<file path="src/rtl/line_span_counter.sv">
// Major-axis span walker for the line rasteriser: emits every coordinate from
// coord_a towards coord_b, one point per valid/ready transfer.
module line_span_counter #(
   parameter int WIDTH       = 13,
   parameter bit INCLUDE_END = 1'b1
) (
   input  logic                    clk,
   input  logic                    reset,
   input  logic                    start,
   input  logic                    abort,
   input  logic signed [WIDTH-1:0] coord_a,
   input  logic signed [WIDTH-1:0] coord_b,
   input  logic                    out_ready,
   output logic                    busy,
   output logic                    out_valid,
   output logic signed [WIDTH-1:0] coord,
   output logic                    last,
   output logic [WIDTH:0]          step_idx,
   output logic                    dir_down,
   output logic                    done
);

   typedef enum logic {IDLE, RUN} state_t;

   state_t                  state_q, state_d;
   logic signed [WIDTH-1:0] coord_q, coord_d;
   logic signed [WIDTH-1:0] end_q, end_d;
   logic [WIDTH:0]          step_idx_q, step_idx_d;
   logic                    last_q, last_d;
   logic                    dir_down_q, dir_down_d;
   logic                    out_valid_q, out_valid_d;
   logic                    busy_q, busy_d;
   logic                    done_q, done_d;

   logic signed [WIDTH:0]   span_diff, span_len;
   logic signed [WIDTH:0]   step_ext, coord_next_ext, end_ext;
   logic                    next_is_last;

   // Span arithmetic is done one bit wider so a full-range span cannot overflow.
   always_comb begin
      span_diff      = {coord_b[WIDTH-1], coord_b} - {coord_a[WIDTH-1], coord_a};
      span_len       = (span_diff < 0) ? -span_diff : span_diff;
      step_ext       = dir_down_q ? {(WIDTH+1){1'b1}} : {{WIDTH{1'b0}}, 1'b1};
      coord_next_ext = {coord_q[WIDTH-1], coord_q} + step_ext;
      end_ext        = {end_q[WIDTH-1], end_q};
      if (INCLUDE_END)
         next_is_last = (coord_next_ext == end_ext);
      else
         next_is_last = ((coord_next_ext + step_ext) == end_ext);
   end

   always_comb begin
      state_d     = state_q;
      coord_d     = coord_q;
      end_d       = end_q;
      step_idx_d  = step_idx_q;
      last_d      = last_q;
      dir_down_d  = dir_down_q;
      out_valid_d = out_valid_q;
      busy_d      = busy_q;
      done_d      = 1'b0;

      if (abort) begin
         state_d     = IDLE;
         out_valid_d = 1'b0;
         last_d      = 1'b0;
         busy_d      = 1'b0;
      end else begin
         case (state_q)
            IDLE: begin
               // A start coinciding with the done pulse is deliberately dropped.
               if (start && !done_q) begin
                  end_d      = coord_b;
                  dir_down_d = (coord_b < coord_a);
                  coord_d    = coord_a;
                  step_idx_d = '0;
                  if (!INCLUDE_END && (span_len == '0)) begin
                     done_d = 1'b1;
                     last_d = 1'b0;
                  end else begin
                     state_d     = RUN;
                     out_valid_d = 1'b1;
                     busy_d      = 1'b1;
                     if (INCLUDE_END)
                        last_d = (coord_a == coord_b);
                     else
                        last_d = (span_len == {{WIDTH{1'b0}}, 1'b1});
                  end
               end
            end
            RUN: begin
               if (out_valid_q && out_ready) begin
                  if (last_q) begin
                     state_d     = IDLE;
                     out_valid_d = 1'b0;
                     last_d      = 1'b0;
                     busy_d      = 1'b0;
                     done_d      = 1'b1;
                  end else begin
                     coord_d    = coord_next_ext[WIDTH-1:0];
                     step_idx_d = step_idx_q + {{WIDTH{1'b0}}, 1'b1};
                     last_d     = next_is_last;
                  end
               end
            end
            default: state_d = IDLE;
         endcase
      end
   end

   always_ff @(posedge clk or posedge reset) begin
      if (reset) begin
         state_q     <= IDLE;
         coord_q     <= '0;
         end_q       <= '0;
         step_idx_q  <= '0;
         last_q      <= 1'b0;
         dir_down_q  <= 1'b0;
         out_valid_q <= 1'b0;
         busy_q      <= 1'b0;
         done_q      <= 1'b0;
      end else begin
         state_q     <= state_d;
         coord_q     <= coord_d;
         end_q       <= end_d;
         step_idx_q  <= step_idx_d;
         last_q      <= last_d;
         dir_down_q  <= dir_down_d;
         out_valid_q <= out_valid_d;
         busy_q      <= busy_d;
         done_q      <= done_d;
      end
   end

   assign busy      = busy_q;
   assign out_valid = out_valid_q;
   assign coord     = coord_q;
   assign last      = last_q;
   assign step_idx  = step_idx_q;
   assign dir_down  = dir_down_q;
   assign done      = done_q;

endmodule

</file>
<file path="config.mk">
export PLATFORM = sky130hd
export DESIGN_NAME = line_span_counter
export DESIGN_NICKNAME = d
export VERILOG_FILES = /design/src/rtl/line_span_counter.sv
export SDC_FILE = /design/constraint.sdc
export NUM_CORES = 1
export LEC_CHECK = 0
export ABC_CLOCK_PERIOD_IN_PS = 4000
export BUFFER_PORTS_ARGS = -buffer_cell sky130_fd_sc_hd__buf_2
export CORE_MARGIN = 2
export CORE_UTILIZATION = 57
export CTS_CLUSTER_SIZE = 20
export DETAILED_ROUTE_END_ITERATION = 10
export HOLD_SLACK_MARGIN = 0.02
export PLACE_DENSITY = 0.82
export SLEW_MARGIN = 25
export SYNTH_ARGS = -nofsm -noshare
export SYNTH_HDL_FRONTEND = slang
export SYNTH_SLANG_ARGS = --single-unit
</file>
<file path="constraint.sdc">
create_clock -name clk -period 4 [get_ports clk]
set_input_delay 0.2 -clock clk [delete_from_list [all_inputs] [get_ports clk]]
set_output_delay 0.2 -clock clk [all_outputs]
set_load 0.01 [all_outputs]
</file>
### Word-level counts from Yosys, hierarchy flattened

Index checks and enable logic that the tools add are counted.

* flip-flop bits (word level): 45
* input bits: 31

* $add $sub $neg: 2
* order comparisons: 1
* equal/unequal tests: 8
* multiplexer cells: 28
* bitwise operators: 2
* reduce and logical (&&, ||, !) cells: 7

Operator list (count)
* 14-bit two-way mux: 4
* 13-bit two-way mux: 3
* 14-bit case mux with 2 select lines: 1
* 13-bit case mux with 2 select lines: 1
* 1-bit two-way mux: 16
* 14-bit by 1-bit adder with 14-bit output (second input constant): 1
* 14-bit adder: 1
* 14-bit by 13-bit equality test with 1-bit output: 1
* 13-bit equality test: 1
* 13-bit < comparator: 1
* 3-bit by 2-bit != test with 1-bit output (second input constant): 2
* 1-bit case mux with 2 select lines: 3
* 3-bit AND reduction: 2
* 2-bit != test (second input constant): 2
* 4-bit AND reduction: 1
* 3-bit != test (second input constant): 1
* 1-bit logical AND: 2
* 2-bit by 1-bit != test with 1-bit output (second input constant): 1
* 1-bit NOT: 2
* 2-bit AND reduction: 1
* 1-bit zero test: 1

### Longest topological paths before layout

Gate-level depths: netlist of run 1.

* depth in word-level cells: 7
* depth in mapped cells: 9
* gate-level depth less buffers: 9

### Least setup slack after synthesis of run 1

OpenSTA, ideal clock, no wires.

* path type: reg2reg
* start point: register dir_down_q (netlist: dir_down)
* end point: register last_q (netlist: last)
* setup time: 128 ps
* arrival: 2322 ps
* setup slack: 1550 ps
* stages on the path, launching flop included: 9
* path through: dfrtp_1 > fa_1 > a211o_1 > and3_1 > o21ai_1 > a31oi_1 > mux2i_1 > o311ai_1 > o21ai_1

* word-level cells in the longest chain between the ends: 7

RTL lines
* from (decl): line 30 `logic dir_down_q, dir_down_d;`
* from (signal assigned): line 128 `dir_down_q <= dir_down_d;`
* 14-bit two-way mux: line 43 `step_ext = dir_down_q ? {(WIDTH+1){1'b1}} : {{WIDTH{1'b0}}, 1'b1};`
* 14-bit adder: line 44 `coord_next_ext = {coord_q[WIDTH-1], coord_q} + step_ext;`
* 14-bit by 13-bit equality test with 1-bit output: line 47 `next_is_last = (coord_next_ext == end_ext);`
* 1-bit two-way mux: line 93 `if (last_q) begin`
* 1-bit two-way mux: line 92 `if (out_valid_q && out_ready) begin`
* 1-bit case mux with 2 select lines: line 69 `case (state_q)`
* 1-bit two-way mux: line 63 `if (abort) begin`
* to (signal assigned): line 127 `last_q <= last_d;`
* to (decl): line 29 `logic last_q, last_d;`

No other way between the ends. The select of a mux whose other input is x is not followed.
A chain may end at the register's enable or synchronous reset.

### Worst setup path in the final report of run 1

Ends and elaborated chain as after synthesis.

==> results of run 1 <==
-- cells by family after synthesis --
logic type                 after synthesis  synth area share
buffers and inverters                   29            0.0393
DFF                                     45             0.358
adders and majority gates               27             0.110
AOI/OAI and AO/OA                       85             0.188
muxes                                    2           0.00636
xor gates and xnor gates                25            0.0783
and+or+nand+nor                        140             0.221
-- metrics by stage --
| step | instance area (µm²) | total power [µW] | hold WS [ns] | utilization |
|---|---|---|---|---|
| floorplan | 3150 | 1200 | 0.266 | - |
| global placement | 3510 | 1380 | 0.365 | 0.650 |
| detailed placement | 3510 | 1400 | 0.393 | 0.650 |
| CTS | 3600 | 1690 | 0.0570 | 0.667 |
| global route | 3600 | 1820 | 0.0871 | 0.667 |
| finish | 3600 | 1700 | 0.0274 | 0.667 |
-- registers in the layout, summed over array words and instances, names as in the netlist --
| signal | flops |
|---|---|
| coord | 13 |
| end_q | 13 |
| last | 1 |
| done | 1 |
| dir_down | 1 |
| step_idx | 14 |
| state_q | 1 |
| busy | 1 |
-- worst paths after layout --
kind	startpoint	endpoint	depth (start not counted)
setup / recovery	dir_down	last	8
hold / removal	reset	dir_down	3
setup reg to reg	dir_down	last	8
hold reg to reg	end_q[5]	end_q[5]	2
max in group asynchronous	reset	coord[11]	3
min in group clk	coord_b[2]	end_q[2]	3
-- metal layers --
metal | wire (µm) | vias to the layer above
li1 | - | 1395
met1 | 3430 | 1391
met2 | 3740 | 111
met3 | 550 | 20
met4 | 184 | 0
met5 | 0 | -
-- synth_stat cells, drive strengths merged (2+ instances only) --
cell	n
o31ai	3
nor4	3
xnor3	2
inv	17
nor3	8
nand3b	2
mux2i	2
o211ai	2
a31oi	3
ha	26
a21o	6
nand2b	2
a221oi	3
a211o	3
nand3	9
or3	6
a221o	4
clkbuf	7
or2	2
and3	4
nor2b	6
a21oi	14
nand4	11
nor3b	2
nand2	50
o21ai	25
xnor2	10
buf	5
xor2	13
o22ai	2
dfrtp	45
a22oi	7
nor2	32
a211oi	4
o311ai	2
-- critical path, stage by stage, from the launching register on --
cell and delay [ns]:
dfrtp_1 0.73, ha_1 0.39, a211o_1 0.34, and3_1 0.25, o21ai_1 0.23, a31oi_1 0.21
mux2i_1 0.16, o311ai_1 0.28, o21ai_1 0.10
-- cell type report --
class                   instances  area [µm²]
clock inverters                 3        21.3
inverters                      17        63.8
fillers                       481        1800
multi-input cells             279        1910
clock buffers                   5        68.8
flip-flops and latches         45        1130
repair buffers                 64         325
well taps                      72        90.1
-- power by group --
group          switching (µW)  internal (µW)  total, µW
Combinational             458            357        815
Sequential               75.7            515        591
Clock                     167            124        291
Total                     701            996       1700
==> reports/qor.csv, run 1 <==
stage,metric,value,unit
placement,io_buffers,62,
global_routing,antenna_found_initial,0,
sta,fin_worst_skew,0.00642,ns
synth,syn_inst,353,
synth,async_flop_share,1.00,
sta,tns,0,ns
global_routing,use_met2,0.448,
worst_setup_path,worst_setup_path_start_kind,flop,
synth,avgSynthCellArea,8.92,µm²
global_routing,grt.busiest_layer,met2,
clocking,clock-sinks,45,
placement,dp_cells,477,
finish,final_cell_mix,"buf_2 (62), nand2_1 (50), dfrtp_1 (45)",
clocking,postCtsResizedCells,0,
flow_run,drv_cap,0,
finish,syn_to_final_growth,14.4,%
sta,fmax,356,MHz
placement,globalplace.congestion,0.945,
global_routing,overflow,0,
clocking,clk-insertion-delay-late,0.31,ns
worst_setup_path,cp_max_fo,15,
sta,fin_ws,1.19,ns
synth,yosysSeqAreaShare,0.358,
detailed_routing,num_vias,2917,
synth,synth_area_leaders,"dfrtp_1 (36%), ha_1 (10%), nand2_1 (6.0%), nor2_1 (3.7%), o21ai_0 (3.7%)",
floorplan,die_area,0.00614,mm²
clocking,htree_levels,2,
floorplan,ios,63,
power_and_ir_drop,p_leak,0.00184,µW
synth,syn-num-nets,411,
detailed_routing,wirelength,7.90,mm
clocking,ctsHoldBuffers,0,
run_status,status,finished clean,
finish,final_common_cell,buf_2,
synth,ys_ff_latch,45,
finish,fin_cells,485,
sta,rsz0062_at_grt,no,
clocking,numCtsBuffers,5,
finish,nNetsFinal,470,
global_routing,grt_pass1_wl,13.2,mm
detailed_routing,routedWlPerCell,16.3,µm
global_routing,track_usage,0.272,
synth,yosysWarnings,0,
synth,synthDistinctLibCells,56,
detailed_routing,dr.pass1.iters,4,
floorplan,core-area,0.00541,mm²
worst_setup_path,cp.required,4.19,ns
sta,worst_pin_slew,0.992,ns
finish,drive_gt1_frac,0.201,
synth,yosysTopAreaCell,dfrtp_1,
clocking,cts_root_buf,clkbuf_8,
detailed_routing,drt.antenna.violating_nets,0,
sta,report.final.slew_viol_count,0,
global_routing,met3_usage,0.0494,
worst_setup_path,crit_arrival,3.00,ns
sta,setup_viol,0,
power_and_ir_drop,vdd_drop_max,0.225,mV
detailed_routing,vias_per_cell,6.01,
floorplan,die_w,78.3,µm
sta,final-hold-violation-count,0,
sta,timing.final.crit_share,0.702,
global_routing,gr-usage-met1,0.359,
clocking,clk_pin_slew,0.09,ns
placement,dpl.hpwl,5.89,mm
detailed_routing,drt-initial-drc-count,252,
worst_setup_path,cp-end-kind,flop,
synth,syn-cell-area,0.00315,mm²
clocking,post-cts-setup-buffer-count,0,
clocking,cts_tree,built,
worst_setup_path,path_class,reg2reg,
clocking,max-clock-path-buffers,2,
sta,period_needed,2.81,ns
placement,pre_cts_slack,1.23,ns
worst_setup_path,reg2reg_slack,1.19,ns
power_and_ir_drop,powerDensity,471,mW/mm²
detailed_routing,drc,0,
synth,synth_top_cell_area_share,0.358,
floorplan,dieHeight,78.3,µm
synth,synth_edf_count,0,
hold_path,hold_path_class,in2async,
sta,slew_headroom,0.336,
floorplan,num_rows,27,
finish,antenna_cells,0,
global_routing,grt_pass1_vias,2799,
global_routing,grt_max_degree,46,
floorplan,start_util,0.583,
synth,synth_ff_type,dfrtp_1,
Note: power is estimated with default switching activity, not from simulation.
==> run 2: changes to the inputs <==
--- a/config.mk
+++ b/config.mk
@@ -5,14 +5,14 @@
 export SDC_FILE = /design/constraint.sdc
 export NUM_CORES = 1
 export LEC_CHECK = 0
-export ABC_CLOCK_PERIOD_IN_PS = 4000
+export ABC_CLOCK_PERIOD_IN_PS = 2800
 export BUFFER_PORTS_ARGS = -buffer_cell sky130_fd_sc_hd__buf_2
 export CORE_MARGIN = 2
-export CORE_UTILIZATION = 57
+export CORE_UTILIZATION = 56
 export CTS_CLUSTER_SIZE = 20
 export DETAILED_ROUTE_END_ITERATION = 10
 export HOLD_SLACK_MARGIN = 0.02
-export PLACE_DENSITY = 0.82
+export PLACE_DENSITY = 0.81
 export SLEW_MARGIN = 25
 export SYNTH_ARGS = -nofsm -noshare
 export SYNTH_HDL_FRONTEND = slang
==> constraint.sdc (replaced) <==
create_clock -name clk -period 2.8 [get_ports clk]
set_input_delay 0.14 -clock clk [delete_from_list [all_inputs] [get_ports clk]]
set_output_delay 0.14 -clock clk [all_outputs]
set_load 0.01 [all_outputs]
==> run 2 against run 1 <==
Effect of this change: design area grew 1.4%; register-to-register slack lost 1.0 ns; clock skew grew 0.0013 ns; die area grew 1.7%; clock-buffer cell count is the same; utilization grew 0.091 points; first-iteration DRC count shrank 32%; hold slack gained 0.0052 ns; power grew 45%; largest power group unchanged.
==> reports/qor.csv, run 2 (synthesized netlist as in run 1, its figures left out) <==
stage,metric,value,unit,change
floorplan,die_w,79.0,µm,+0.84%
sta,fin_worst_skew,0.00768,ns,+0.00127 ns
worst_setup_path,max_stage_delay,0.48,ns,-0.25 ns
placement,globalplace.congestion,0.883,,-6.6%
global_routing,met3_usage,0.0500,,+0.000575
sta,rsz0062_at_grt,no,,
hold_path,min-delay-start,coord_b[3],,
worst_setup_path,cp_max_fo,6,,-9
power_and_ir_drop,vdd_drop_max,0.381,mV,+69%
run_status,status,finished clean,,
global_routing,grt_pass1_wl,12.9,mm,-2.5%
flow_run,drv_cap,0,,unchanged
finish,antenna_cells,0,,unchanged
global_routing,grt_max_degree,37,,-20%
worst_setup_path,r2r_cells,8,,unchanged
worst_setup_path,worst_setup_path_start_kind,flop,,
clocking,numCtsBuffers,5,,unchanged
finish,drive_gt1_frac,0.215,,+0.0143
floorplan,core-area,0.00547,mm²,+1.3%
worst_setup_path,reg2reg_slack,0.19,ns,-1.00 ns
finish,nNetsFinal,475,,+1.1%
clocking,cts_tree,built,,
global_routing,grt_pass1_vias,2673,,-4.5%
sta,period_needed,2.61,ns,-0.196 ns
power_and_ir_drop,powerDensity,673,mW/mm²,+43%
sta,slew_headroom,0.409,,+0.0733
floorplan,die_area,0.00624,mm²,+1.7%
global_routing,grt.busiest_layer,met2,,
global_routing,gr-usage-met1,0.359,,about the same
worst_setup_path,crit_chain,"fa_1, a211o_1, and3_1, o21ai_1, a31oi_1, mux2i_1, o311ai_1, o21ai_1",,
worst_setup_path,crit_arrival,2.81,ns,-0.19 ns
hold_path,hold-path-cell-count,3,,
clocking,post-cts-setup-buffer-count,0,,unchanged
clocking,max-clock-path-buffers,2,,unchanged
detailed_routing,num_vias,2831,,-2.9%
placement,dpl.hpwl,6.00,mm,+1.9%
floorplan,num_rows,27,,unchanged
detailed_routing,wirelength,7.91,mm,about the same
finish,largest_reg_flops,14,,unchanged
worst_setup_path,reg2reg_to,last,,
worst_setup_path,r2r_start,coord[0],,
placement,pre_cts_slack,0.149,ns,-1.08 ns
sta,final-hold-violation-count,0,,unchanged
floorplan,start_util,0.575,,-0.00719
finish,syn_to_final_growth,16.0,%,
detailed_routing,drt-initial-drc-count,171,,-32%
detailed_routing,vias_per_cell,5.78,,-3.9%
hold_path,hold_path_class,in2reg,,
sta,report.final.slew_viol_count,0,,unchanged
sta,fmax,383,MHz,+7.5%
hold_path,min_to,end_q[3],,
finish,final_cell_mix,"buf_2 (62), nand2_1 (50), dfrtp_1 (44)",,
finish,n_fill_cell,497,,+3.3%
global_routing,antenna_found_initial,0,,unchanged
clocking,clock-sinks,45,,unchanged
sta,setup_viol,0,,unchanged
clocking,clk-insertion-delay-late,0.31,ns,about the same
sta,tns,0,ns,unchanged
detailed_routing,drc,0,,unchanged
clocking,clk_pin_slew,0.10,ns,about the same
power_and_ir_drop,p_leak,0.00186,µW,+1.0%
detailed_routing,routedWlPerCell,16.1,µm,-0.95%
placement,io_buffers,62,,unchanged
clocking,cts_root_buf,clkbuf_8,,
worst_setup_path,cp.required,2.99,ns,-1.20 ns
worst_setup_path,path_class,reg2reg,,
global_routing,track_usage,0.263,,-0.00906
finish,final_common_cell,buf_2,,
worst_setup_path,path_common_cell,o21ai_1,,
sta,worst_pin_slew,0.881,ns,-0.112 ns
sta,fin_ws,0.186,ns,-1.00 ns
detailed_routing,drt.antenna.violating_nets,0,,unchanged
floorplan,dieHeight,79.0,µm,+0.84%
clocking,htree_levels,2,,unchanged
worst_setup_path,cp_slowest_cell,fa_1,,
global_routing,use_met2,0.433,,-0.0152
global_routing,overflow,0,,unchanged
floorplan,ios,63,,unchanged
sta,timing.final.crit_share,0.934,,+0.231
worst_setup_path,cp-end-kind,flop,,
detailed_routing,dr.pass1.iters,4,,unchanged
## run 2: cell types whose count changed in the layout (fill, tap and decap cells not counted), sizes merged
| cell | before | now |
|---|---|---|
| buf | 64 | 68 |
| dlygate4sd3 | 0 | 1 |
## run 2: worst max-delay path by stage
stage / start / endpoint / slack (ns) / depth (start not counted)
after floorplan: dir_down / last / 0.35 / 8
after CTS: dir_down / last / 0.10 / 8
after global placement: dir_down / last / 0.21 / 8
after detailed placement: dir_down / last / 0.15 / 8
after global routing: coord[0] / last / 0.004 / 8
final: coord[0] / last / 0.19 / 8
## run 2: final cells by class
class                      count  area (µm²)  share of cell area
clock inverter                 3        25.0             0.00685
timing repair buffer          69         365               0.100
tap                           72        90.1              0.0247
inverter                      17        63.8              0.0175
clock buffer                   5        68.8              0.0188
sequential                    45        1130               0.309
multi-input combinational    279        1910               0.524
## run 2: per-layer routing
metal,part of all wire,vias to the layer above
met2,0.49,83
met5,0,-
met4,0.0067,0
li1,-,1407
met3,0.063,5
met1,0.44,1336
## run 2: power by group
part	total, µW	internal (µW)	switching (µW)	leakage, µW
logic	1190	528	660	0.00123
clock network	434	181	253	0.0000447
registers	838	737	101	0.000581
## run 2: what timing repair did
action | CTS | global route
hold endpoints to repair | 23 | 0
resized for setup | 0 | 3
endpoints found under the setup margin | 0 | 1
hold buffers | 1 | 0
## run 2: worst max-delay path, delay by kind of cell (launching register included)
family	cells	cell delay [ns]
AO/OA/AOI/OAI	5	1.14
adder cells (fa/ha/maj)	1	0.48
flip-flops	1	0.47
multiplexers	1	0.17
AND/OR/NAND/NOR	1	0.24
## run 2: per-stage QoR
| step | hold slack [ns] | std cells | cell area [µm²] | util | total power, µW |
|---|---|---|---|---|---|
| final | 0.0325 | 490 | 3650 | 0.668 | 2460 |
| after global placement | 0.242 | 481 | 3540 | 0.647 | 2000 |
| after global routing | 0.0498 | 490 | 3650 | 0.668 | 2630 |
| after floorplan | 0.206 | 353 | 3150 | - | 1710 |
| after CTS | 0.0270 | 490 | 3650 | 0.666 | 2450 |
| after detailed placement | 0.250 | 481 | 3540 | 0.647 | 2010 |
